## src/rtl/weight_bank_writer_pkg.sv

```systemverilog
// Shared constants for the weight bank writer: FSM encoding, default sizes, bank count.
package weight_bank_writer_pkg;

    localparam int DEF_DATA_W = 64;
    localparam int DEF_DEPTH  = 16;
    localparam int NUM_BANKS  = 2;

    localparam logic [1:0] ST_IDLE      = 2'd0;
    localparam logic [1:0] ST_FILL      = 2'd1;
    localparam logic [1:0] ST_WAIT_BANK = 2'd2;
    localparam logic [1:0] ST_DONE      = 2'd3;

endpackage

```

## src/rtl/wbw_bank_ctrl.sv

```systemverilog
// Per-bank occupancy tracker: full flag and word count, close takes priority over release.
module wbw_bank_ctrl #(
    parameter int CNT_BITS = 5
) (
    input  logic                i_clk,
    input  logic                i_rst,
    input  logic                i_close,
    input  logic [CNT_BITS-1:0] i_close_cnt,
    input  logic                i_rel,
    output logic                o_full,
    output logic [CNT_BITS-1:0] o_cnt
);

    logic                r_full;
    logic [CNT_BITS-1:0] r_cnt;

    // A release aimed at an empty bank falls through harmlessly; the count is kept for inspection.
    always_ff @(posedge i_clk) begin
        if (i_rst) begin
            r_full <= 1'b0;
            r_cnt  <= '0;
        end else if (i_close) begin
            r_full <= 1'b1;
            r_cnt  <= i_close_cnt;
        end else if (i_rel) begin
            r_full <= 1'b0;
        end
    end

    assign o_full = r_full;
    assign o_cnt  = r_cnt;

endmodule

```

## src/rtl/weight_bank_writer.sv

```systemverilog
// Streams weight words into two ping-pong SRAM banks, closing a bank on fill or end of job.
module weight_bank_writer
    import weight_bank_writer_pkg::*;
#(
    parameter int DATA_W = DEF_DATA_W,
    parameter int DEPTH  = DEF_DEPTH,
    parameter int CNT_W  = 16,
    localparam int ADDR_W = $clog2(DEPTH)
) (
    input  logic                            i_clk,
    input  logic                            i_rst,
    input  logic                            i_start,
    input  logic [ADDR_W:0]                 i_bank_words,
    input  logic [CNT_W-1:0]                i_total_words,
    input  logic                            i_s_valid,
    input  logic [DATA_W-1:0]               i_s_data,
    output logic                            o_s_ready,
    input  logic [NUM_BANKS-1:0]            i_bank_rel,
    output logic [NUM_BANKS-1:0]            o_we,
    output logic [NUM_BANKS*ADDR_W-1:0]     o_addr,
    output logic [NUM_BANKS*DATA_W-1:0]     o_din,
    output logic [NUM_BANKS-1:0]            o_bank_full,
    output logic [NUM_BANKS*(ADDR_W+1)-1:0] o_bank_cnt,
    output logic                            o_busy,
    output logic                            o_done,
    output logic                            o_err,
    output logic [1:0]                      o_state
);

    logic [1:0]        r_state;
    logic              r_sel;
    logic [ADDR_W-1:0] r_idx;
    logic [CNT_W-1:0]  r_rem;
    logic [ADDR_W:0]   r_bank_words;
    logic              r_err;

    logic                 w_idle_like;
    logic                 w_params_ok;
    logic                 w_accept;
    logic                 w_xfer;
    logic                 w_last_job;
    logic                 w_close;
    logic                 w_other;
    logic [ADDR_W:0]      w_fill_cnt;
    logic [NUM_BANKS-1:0] w_close_vec;

    assign w_idle_like = (r_state == ST_IDLE) || (r_state == ST_DONE);
    assign w_params_ok = (i_bank_words != '0) && (i_bank_words <= (ADDR_W+1)'(DEPTH))
                         && (i_total_words != '0);
    assign w_accept    = i_start && w_idle_like && w_params_ok;

    // Stream handshake: a word moves on any cycle where i_s_valid and o_s_ready are both high;
    // o_s_ready depends only on state and bank occupancy, never on i_s_valid.
    assign o_s_ready   = (r_state == ST_FILL) && !o_bank_full[r_sel];
    assign w_xfer      = i_s_valid && o_s_ready;
    assign w_fill_cnt  = (ADDR_W+1)'(r_idx) + (ADDR_W+1)'(1);
    assign w_last_job  = (r_rem == CNT_W'(1));
    assign w_close     = w_xfer && ((w_fill_cnt == r_bank_words) || w_last_job);
    assign w_other     = ~r_sel;
    assign w_close_vec = w_close ? (r_sel ? 2'b10 : 2'b01) : 2'b00;

    always_comb begin
        o_we   = '0;
        o_addr = '0;
        o_din  = '0;
        for (int b = 0; b < NUM_BANKS; b++) begin
            if (w_xfer && (int'(r_sel) == b)) begin
                o_we[b]                      = 1'b1;
                o_addr[b*ADDR_W +: ADDR_W]   = r_idx;
                o_din[b*DATA_W +: DATA_W]    = i_s_data;
            end
        end
    end

    for (genvar g = 0; g < NUM_BANKS; g++) begin : g_bank
        wbw_bank_ctrl #(.CNT_BITS(ADDR_W+1)) u_ctrl (
            .i_clk       (i_clk),
            .i_rst       (i_rst),
            .i_close     (w_close_vec[g]),
            .i_close_cnt (w_fill_cnt),
            .i_rel       (i_bank_rel[g]),
            .o_full      (o_bank_full[g]),
            .o_cnt       (o_bank_cnt[g*(ADDR_W+1) +: ADDR_W+1])
        );
    end

    always_ff @(posedge i_clk) begin
        if (i_rst) begin
            r_state      <= ST_IDLE;
            r_sel        <= 1'b0;
            r_idx        <= '0;
            r_rem        <= '0;
            r_bank_words <= '0;
            r_err        <= 1'b0;
        end else begin
            if (i_start) begin
                r_err <= !w_accept;
            end
            case (r_state)
                ST_IDLE, ST_DONE: begin
                    if (w_accept) begin
                        r_state      <= ST_FILL;
                        r_sel        <= 1'b0;
                        r_idx        <= '0;
                        r_rem        <= i_total_words;
                        r_bank_words <= i_bank_words;
                    end
                end
                ST_FILL: begin
                    if (w_xfer) begin
                        r_rem <= r_rem - CNT_W'(1);
                        if (w_close) begin
                            r_idx <= '0;
                            r_sel <= w_other;
                            // A release of the next bank in this very cycle frees it in time.
                            if (w_last_job) begin
                                r_state <= ST_DONE;
                            end else if (o_bank_full[w_other] && !i_bank_rel[w_other]) begin
                                r_state <= ST_WAIT_BANK;
                            end
                        end else begin
                            r_idx <= r_idx + ADDR_W'(1);
                        end
                    end
                end
                ST_WAIT_BANK: begin
                    if (!o_bank_full[r_sel] || i_bank_rel[r_sel]) begin
                        r_state <= ST_FILL;
                    end
                end
                default: r_state <= ST_IDLE;
            endcase
        end
    end

    assign o_busy  = (r_state == ST_FILL) || (r_state == ST_WAIT_BANK);
    assign o_done  = (r_state == ST_DONE);
    assign o_err   = r_err;
    assign o_state = r_state;

endmodule

```

## config.mk

```make
export PLATFORM = sky130hd
export DESIGN_NAME = weight_bank_writer
export DESIGN_NICKNAME = d
export VERILOG_FILES = /design/src/rtl/weight_bank_writer_pkg.sv /design/src/rtl/wbw_bank_ctrl.sv /design/src/rtl/weight_bank_writer.sv
export SDC_FILE = /design/constraint.sdc
export NUM_CORES = 1
export LEC_CHECK = 0
export CAP_MARGIN = 5
export CORE_UTILIZATION = 32
export CTS_BUF_LIST = sky130_fd_sc_hd__clkbuf_8
export DETAILED_ROUTE_END_ITERATION = 12
export HOLD_SLACK_MARGIN = 0.03
export PLACE_DENSITY = 0.88
export SYNTH_ARGS = -nofsm -noshare
export SYNTH_HDL_FRONTEND = slang
export SYNTH_SLANG_ARGS = --single-unit
export TNS_END_PERCENT = 50
```

## constraint.sdc

```tcl
create_clock -name i_clk -period 2.1 [get_ports i_clk]
set_input_delay 0.315 -clock i_clk [delete_from_list [all_inputs] [get_ports i_clk]]
set_output_delay 0.315 -clock i_clk [all_outputs]
set_load 0.02 [all_outputs]
```

# Word level (Yosys, flattened, before mapping)
# Cells that the tools add are included.
# op_classes
add_sub_neg	3
n_lt_le_gt_ge	3
n_eq_ne	10
muxes	38
bitwise_logic	2
n_reduce_logical	28
# ops
op	count
$mux W64	2
$mux W16	2
$pmux W16 S2	1
$mux W4	5
$mux W1	17
$eq A16 B1 Y1 const B	1
$mux W2	8
$reduce_bool A16 Y1	1
$sub A16 B1 Y16 const B	1
$logic_and A1 B1 Y1	10
$ne A2 B2 Y1 const B	4
$pmux W4 S2	1
$pmux W2 S3	1
$reduce_bool A2 Y1	3
$add A4 B1 Y5 const B	1
$eq A5 B5 Y1	1
$le A5 B5 Y1 const B	1
$reduce_and A5 Y1	1
$reduce_bool A5 Y1	1
$add A4 B1 Y4 const B	1
$eq A2 B2 Y1 const B	2
$logic_or A1 B1 Y1	4
$lt A1 B2 Y1 const B	2
$reduce_and A4 Y1	1
9 further kinds	12
# totals
register_bits	41
input_bits	91
out_inout_bits	156
word_cells	94

# Longest topological paths before layout
# Gate-level depths: netlist (run 1).
# logic_depth
depth_word	10
depth_mapped	10
ltp_nobuf	8

# Hierarchy
# A second synthesis (run 1) with hierarchy kept.
# unflattened
cells_unflattened	457
area_unflattened_um2	3340.7
# modules_own_cells
module	n_inst	cells_each	area_each_um2	seq_area_each_um2
weight_bank_writer	1	417	2910.3	580.6
wbw_bank_ctrl	2	20	215.2	120.1

# Least setup slack after synthesis (run 1)
# No wires, ideal clock.
# synth_path
path_type	flip-flop to flip-flop
startpoint	register r_state[0] (netlist: o_state[0])
endpoint	register r_sel
setup_time_ns	0.074
t_arrival_ns	2.394
t_required_ns	2.026
setup_slack_ns	-0.368
stages_incl_launch_ff	10
path_buffers	1
period_less_slack_ns	2.468
cell_sequence	dfxtp_1 > inv_1 > ha_1 > buf_2 > inv_1 > nor2_1 > a211oi_4 > nand2_4 > or4_1 > a31oi_1
# synth_via
elab_chain_cells	6
word_cells_on_any_way	16
classes_between	eq/ne: 5; mux: 1; reduce/logical: 10
# synth_rtl
item	line_no	rtl
start: declaration	weight_bank_writer.sv:30	logic [1:0] r_state;
start signal: assignment	weight_bank_writer.sv:89	r_state <= ST_IDLE;
start signal: assignment	weight_bank_writer.sv:102	r_state <= ST_FILL;
start signal: assignment	weight_bank_writer.sv:117	r_state <= ST_DONE;
$eq A2 B1 Y1, or another cell as far along	weight_bank_writer.sv:54, weight_bank_writer.sv:99	
$logic_and A1 B1 Y1 or $logic_or A1 B1 Y1 (tied branches)	weight_bank_writer.sv:54, weight_bank_writer.sv:47	
$logic_and A1 B1 Y1 (on tied branches)	weight_bank_writer.sv:55, weight_bank_writer.sv:50	
$logic_and A1 B1 Y1 (on tied branches)	weight_bank_writer.sv:58, weight_bank_writer.sv:50	
$ne A2 B2 Y1 (no source line)	n/a	
$reduce_and A4 Y1 (no source line)	n/a	
end signal: assignment	weight_bank_writer.sv:114	r_sel <= w_other;
end: declaration	weight_bank_writer.sv:31	logic r_sel;
# Parallel ways exist; a longest one is shown, timed or not.
# A chain may end at the register's enable or synchronous reset.

# Worst setup path in the final report (run 1)
# layout_path
startpoint	register r_sel
endpoint	output o_din[94]
# layout_via
elab_chain_cells	7
# layout_rtl
item	line_no	rtl
$mux W1 (implied by the code) (2 in a row)	weight_bank_writer.sv:54	assign o_s_ready = (r_state == ST_FILL) && !o_bank_full[r_sel];
$logic_not A1 Y1	weight_bank_writer.sv:54	
$logic_and A1 B1 Y1	weight_bank_writer.sv:54	
$logic_and A1 B1 Y1	weight_bank_writer.sv:55	assign w_xfer = i_s_valid && o_s_ready;
$logic_and A1 B1 Y1 *	weight_bank_writer.sv:67	if (w_xfer && (int'(r_sel) == b)) begin
$mux W64 *	weight_bank_writer.sv:67	
end: declaration	weight_bank_writer.sv:21	output logic [NUM_BANKS*DATA_W-1:0] o_din,
# Mark *: on every way between the ends. The rest lies on a longest branch, timed or not. The select of a mux whose other input is x is not followed.

==> impl_metrics.csv, run 1 <==
group,metric,value,unit
run_status,status,"finished with violations",
run_status,violations,"negative setup slack",
detailed_routing,drc,0,
clock_network,htreeDepth,2,
detailed_routing,avgViaCountPerCell,5.43,
synthesis,synth_compound_area_share,14.7,%
sta,slew_headroom,73.2,%
synthesis,ys.flop_type,"dfxtp_1",
global_route,antenna_found_initial,0,
synthesis,synth_top_area_share,24.3,%
synthesis,ys_top_cells_by_area,"dfxtp_1, and3_1, and2_1",
setup_path,crit_path_start,"r_sel",
synthesis,syn_avg_cell_area,7.45,µm²
placement,dp.cells,864,
die,coreArea,10300,µm²
pwr,power_density,558,nW/µm²
global_route,grt_max_degree,79,
synthesis,seq_area_frac_synth,24.3,%
detailed_routing,drt_iter0_markers,386,
detailed_routing,postRouteAntennaNets,0,
global_route,grt_pass1_wl,24700,µm
run,maxCapViolCount,0,
synthesis,yosys.cell_types.count,52,
synthesis,netlist_area,3380,µm²
clock_network,clk_root_buffer_cell,"clkbuf_8",
clock_network,cts_inserted_buffers,5,
global_route,grt.total_usage,28.2,%
sta,timing.hold.ws,0.362,ns
die,die_h,105,µm
sta,maxSlewViolCount,0,
sta,rsz0062_at_grt,"yes",
setup_path,rrSetupSlack,-0.05,ns
die,die_w,105,µm
sta,fin_ws,-0.0536,ns
synthesis,synth_top_area_cell,"dfxtp_1",
sta,finalCriticalPeriod,2.15,ns
placement,gp_congestion,0.891,
synthesis,synth_adder_area_share,2.22,%
final_layout,fin_cells,889,
synthesis,netlist_top_cells_count,"and3_1, and2_1, dfxtp_1, clkbuf_1, nor2_1",
detailed_routing,routedWlPerCell,19.9,µm
setup_path,crit_path_end,"o_din[94]",
pwr,power.leakage,3.39,nW
worst_hold_path,hp-class,"input pin to flop",
final_layout,n_antenna_cell,0,
synthesis,synth-xor-area-share,2.63,%
placement,dp_hpwl,12500,µm
setup_path,critPathRequiredTime,1.78,ns
synthesis,synth_edf_count,0,
die,start_util,32.9,%
die,dieArea,11000,µm²
setup_path,r2r_cells,10,
sta,hold_viol,0,
clock_network,cts_sinks,41,
sta,tightestPinTransition,0.397,ns
synthesis,synth_top_family_by_area,"simple AND/OR/NAND/NOR gates",
setup_path,start_kind,"flop",
synthesis,synth-async-reset-ratio,0,%
synthesis,ys_warn_count,0,
final_layout,syn_to_final_growth,106,%
sta,skew,0.00840,ns
detailed_routing,drt-pass1-iter-count,5,
global_route,grt_pass1_vias,4475,
sta,max_freq,0.464,GHz
clock_network,clk_latency,0.30,ns
global_route,overflow,0,
setup_path,endpoint_kind,"output pin",
die,ios,247,
setup_path,worst_ep_arrival_time,1.84,ns
synthesis,syn-instance-count,454,
synthesis,synth_most_common_cell,"and3_1",
final_layout,drive_gt1_share,44.9,%
final_layout,nNetsFinal,849,
synthesis,synth_mux_area_share,5.03,%
setup_path,worstSetupPathType,"flop to output pin",
synthesis,synth-seq-cells,41,
clock_network,ctsLongestPathBuffers,2,
setup_path,r2r_start,"o_state[0]",
synthesis,synth_fp_nets,551,
placement,port-buffer-count,246,
detailed_routing,vias,4823,
synthesis,yosys.area_share.simple,44.7,%
die,row_count,37,
sta,min_period_over_period,103,%
clock_network,cts_tree,"yes",
pwr,irDropWorstVdd,0.000400,V
setup_path,crit_fanout,6,
placement,place_ws,-0.399,ns
setup_path,r2r-end,"r_rem[4]",
sta,setup_viol,28,
detailed_routing,wirelength,17700,µm
clock_network,clkTransAtPathRegs,0.08,ns
## layer usage
| layer | track usage (%) | wire length, µm | vias up |
|---|---|---|---|
| met5 | 0 | 0 | - |
| met4 | 6.24 | 529 | 0 |
| met3 | 8.11 | 1640 | 46 |
| met2 | 49.9 | 8610 | 278 |
| met1 | 33.7 | 6880 | 2284 |
| li1 | - | - | 2215 |
## metrics by stage
stage	cell area, µm²	TNS [ns]	utilization, %	power (mW)
3_5_place_dp	6480	-43.20	63.1	2.71
2_1_floorplan	3450	-0.00545	-	1.81
3_3_place_gp	6480	-39.35	63.1	2.68
5_1_grt	6970	-3.91	67.8	4.05
6_report	6970	-0.425	67.8	3.89
4_1_cts	6800	-8.22	66.2	3.46
## cell usage in the layout, fill, tap and decap left out, drive strengths merged, types with 3 or more instances in the layout
cell type      netlist  layout
a211oi              10      10
a21oi               19      19
a22oi                3       3
a31oi                9       9
and2                69      69
and3                78      78
and4                 3       3
buf                  8     218
clkbuf              34      10
clkdlybuf4s50        0     102
dfxtp               41      41
dlymetal6s2s         0       5
ha                   6       6
inv                 12      12
mux2i               17      17
nand2               23      23
nand2b               4       4
nand3                4       4
nand4                4       4
nor2                34      34
nor2b                5       5
nor3                 9       9
nor3b                6       6
nor4                 8       8
o211ai               3       3
o21ai               14      14
xnor2                4       4
## final cells by class
class	count	area, µm²
Sequential cell	41	832
Clock buffer	5	68.8
Tap cell	136	170
Fill cell	835	3310
Inverter	13	60.1
Clock inverter	3	65.1
Timing Repair Buffer	333	3080
Multi-Input combinational cell	358	2690
## kinds of logic (layout without fill, tap and decap cells)
family / count (synthesis) / after routing
simple gates: 256 / 256
compound gates: 72 / 72
buf+inv: 55 / 354
flops: 41 / 41
mux: 17 / 17
xor+xnor: 7 / 7
fa+ha+maj: 6 / 6
## state kept, by name (all words and copies together), names as in the netlist
register / flops
o_err: 1
g_bank.u_ctrl.o_cnt: 10
o_state: 2
r_idx: 4
r_sel: 1
g_bank.u_ctrl.o_full: 2
r_bank_words: 5
r_rem: 16
## critical path, cell delays in order, from the launching register on
cell and delay (ns):
dfxtp_4 0.38, mux2i_4 0.27, and3_4 0.30, buf_6 0.13, buf_4 0.14, and3_1 0.18, buf_6 0.14
## worst min-delay path by stage
stage          slack [ns]       startpoint              end  cells after the start
6_report             0.36  i_bank_words[0]  r_bank_words[0]                      3
5_1_grt              0.40  i_bank_words[1]  r_bank_words[1]                      3
4_1_cts              0.49         r_rem[6]         r_rem[6]                      2
3_5_place_dp         0.48         r_rem[6]         r_rem[6]                      2
3_3_place_gp         0.47         r_rem[6]         r_rem[6]                      2
2_1_floorplan        0.45         r_rem[6]         r_rem[6]                      2
## where the power goes
part           leakage, nW  internal [mW]  switching, mW
combinational         2.99           1.13           1.08
sequential           0.336          0.844         0.0726
clock               0.0681          0.472          0.291
total                 3.39           2.45           1.44
## repair_timing
action	in CTS	in global routing
pin swaps	6	47
hold buffers	0	0
endpoints found under the setup margin	140	173
gates resized for setup	392	357
buffers inserted	0	10
cloned	0	7
No activity file was read; power rests on OpenSTA's default activity.
==> run 2, diff against run 1 <==
--- a/config.mk
+++ b/config.mk
@@ -14,4 +14,4 @@
 export SYNTH_ARGS = -nofsm -noshare
 export SYNTH_HDL_FRONTEND = slang
 export SYNTH_SLANG_ARGS = --single-unit
-export TNS_END_PERCENT = 50
+export TNS_END_PERCENT = 5
==> run 2 against run 1 <==
- the flow still finishes with violations (negative setup slack)
- power decreased by 4.6%
- combinational power fell by 8%
- die area unchanged
- count of clock-buffer cells in the layout did not move
==> impl_metrics.csv, run 2 (same netlist as run 1, synthesis figures left out) <==
group,metric,value,unit
run_status,status,"finished with violations",
run_status,violations,"negative setup slack",
placement,place_ws,-0.399,ns
setup_path,start_kind,"flop",
placement,place_area,6480,µm²
global_route,use_met1,33.7,%
final_layout,fill_cells,896,
global_route,grt.total_usage,28.2,%
global_route,overflow,0,
final_layout,design_area,6610,µm²
run,maxCapViolCount,0,
die,coreArea,10300,µm²
global_route,grt_util_met3,8.11,%
final_layout,largest_reg_flops,16,
final_layout,n_antenna_cell,0,
final_layout,fin_cells,885,
clock_network,cts_tree,"yes",
detailed_routing,drc,0,
die,die_w,105,µm
sta,slew_headroom,73.5,%
clock_network,postCtsHoldBufs,0,
clock_network,htreeDepth,2,
sta,min_period_over_period,103,%
global_route,grtUsageMet2,49.9,%
placement,port-buffer-count,246,
setup_path,worstSetupPathType,"flop to output pin",
setup_path,critPathRequiredTime,1.78,ns
setup_path,cp_cell_sequence,"mux2i_4, and3_4, buf_12, and3_1, clkdlybuf4s15_2",
die,die_h,105,µm
die,row_count,37,
placement,gp_congestion,0.891,
pwr,power_density,562,nW/µm²
final_layout,final-seq-area,831,µm²
clock_network,ctsLongestPathBuffers,2,
sta,fin_ws,-0.0680,ns
worst_hold_path,hp-class,"input pin to flop",
detailed_routing,drt-pass1-iter-count,5,
pwr,p_total,3.71,mW
placement,dp.cells,864,
placement,dp_hpwl,12500,µm
final_layout,drive_gt1_share,36.4,%
pwr,power.leakage,3.26,nW
final_layout,largest-register,"r_rem",
global_route,grt_pass1_vias,4477,
global_route,grt_pass1_wl,24600,µm
clock_network,clk_latency,0.30,ns
pwr,pwr-share-clk,20.6,%
sta,setup_viol,5,
setup_path,path_buf_inv,2,
pwr,irDropWorstVdd,0.000372,V
pwr,p_sw_share,37.3,%
sta,max_freq,0.461,GHz
die,start_util,32.9,%
sta,maxSlewViolCount,0,
setup_path,path_delay_family,"buffers and inverters",
sta,skew,0.00622,ns
die,ios,247,
final_layout,multi_input_area,2520,µm²
global_route,grt-busiest-layer,"met2",
pwr,p_switching,1.38,mW
detailed_routing,vias,4685,
setup_path,worst_ep_arrival_time,1.85,ns
clock_network,cts_sinks,41,
setup_path,cpPeakStageDelay,0.38,ns
sta,timing.hold.ws,0.365,ns
detailed_routing,wirelength,17100,µm
setup_path,endpoint_kind,"output pin",
sta,hold_viol,0,
sta,rsz0062_at_grt,"yes",
sta,tightestPinTransition,0.398,ns
die,dieArea,11000,µm²
setup_path,slowest_stage,"dfxtp_4",
pwr,combPwrFrac,54.7,%
clock_network,clk_root_buffer_cell,"clkbuf_8",
final_layout,syn_to_final_growth,95.3,%
clock_network,cts_inserted_buffers,5,
detailed_routing,postRouteAntennaNets,0,
detailed_routing,avgViaCountPerCell,5.29,
setup_path,crit_fanout,21,
clock_network,clkTransAtPathRegs,0.08,ns
final_layout,final_cell_mix,"buf_4, clkdlybuf4s50_1, and2_1, and3_1, buf_2",
pwr,intPower,2.33,mW
global_route,grt_max_degree,79,
detailed_routing,routedWlPerCell,19.3,µm
sta,finalCriticalPeriod,2.17,ns
detailed_routing,drt_iter0_markers,372,
global_route,antenna_found_initial,0,
final_layout,nNetsFinal,845,
final_layout,layout_commonest_cell,"buf_4",
pwr,power_frac_seq,24.7,%
==> run 2: path summary, 6_finish.rpt <==
path	end	from	slack (ns)	cells after the start
max	o_din[66]	r_sel	-0.07	5
min	r_bank_words[0]	i_bank_words[0]	0.36	3
max reg2reg	r_rem[13]	o_state[0]	0.01	9
min reg2reg	r_rem[6]	r_rem[6]	0.48	2
==> run 2: tightest hold or removal path: stages <==
cell and delay (ns):
dlymetal6s2s_1 0.15, mux2i_1 0.09, nor2_1 0.07
==> run 2: power by group through the flow <==
stage	Combinational, mW	Sequential, mW	Clock [mW]
after CTS	1.79	0.902	0.763
final	2.03	0.915	0.763
after detailed placement	1.79	0.920	0
after global routing	2.15	0.924	0.795
after floorplan	0.889	0.921	0
after global placement	1.76	0.914	0
==> run 2: layout make-up <==
cell class,count,area share (%)
timing repair buffer,329,43.8
multi-input combinational,358,38.2
sequential,41,12.6
tap,136,2.58
clock buffer,5,1.04
clock inverter,3,0.985
inverter,13,0.852
==> run 2: through the flow <==
stage | setup TNS, ns | utilization (%)
finish | -0.284 | 64.3
floorplan | -0.00545 | -
global route | -4.37 | 64.3
CTS | -8.22 | 66.2
detailed placement | -43.20 | 63.1
global placement | -39.35 | 63.1
==> run 2: routing by layer <==
metal  wire length (µm)  up-vias
met4                289        0
met5                  0        -
met1               6900     2225
met2               8310      230
li1                   -     2201
met3               1620       29
==> run 2: timing repair <==
action	4_1_cts	5_1_grt
cloned	0	4
setup endpoints to repair	140	173
pin swaps	6	20
setup buffers	0	9
resized for setup	392	254
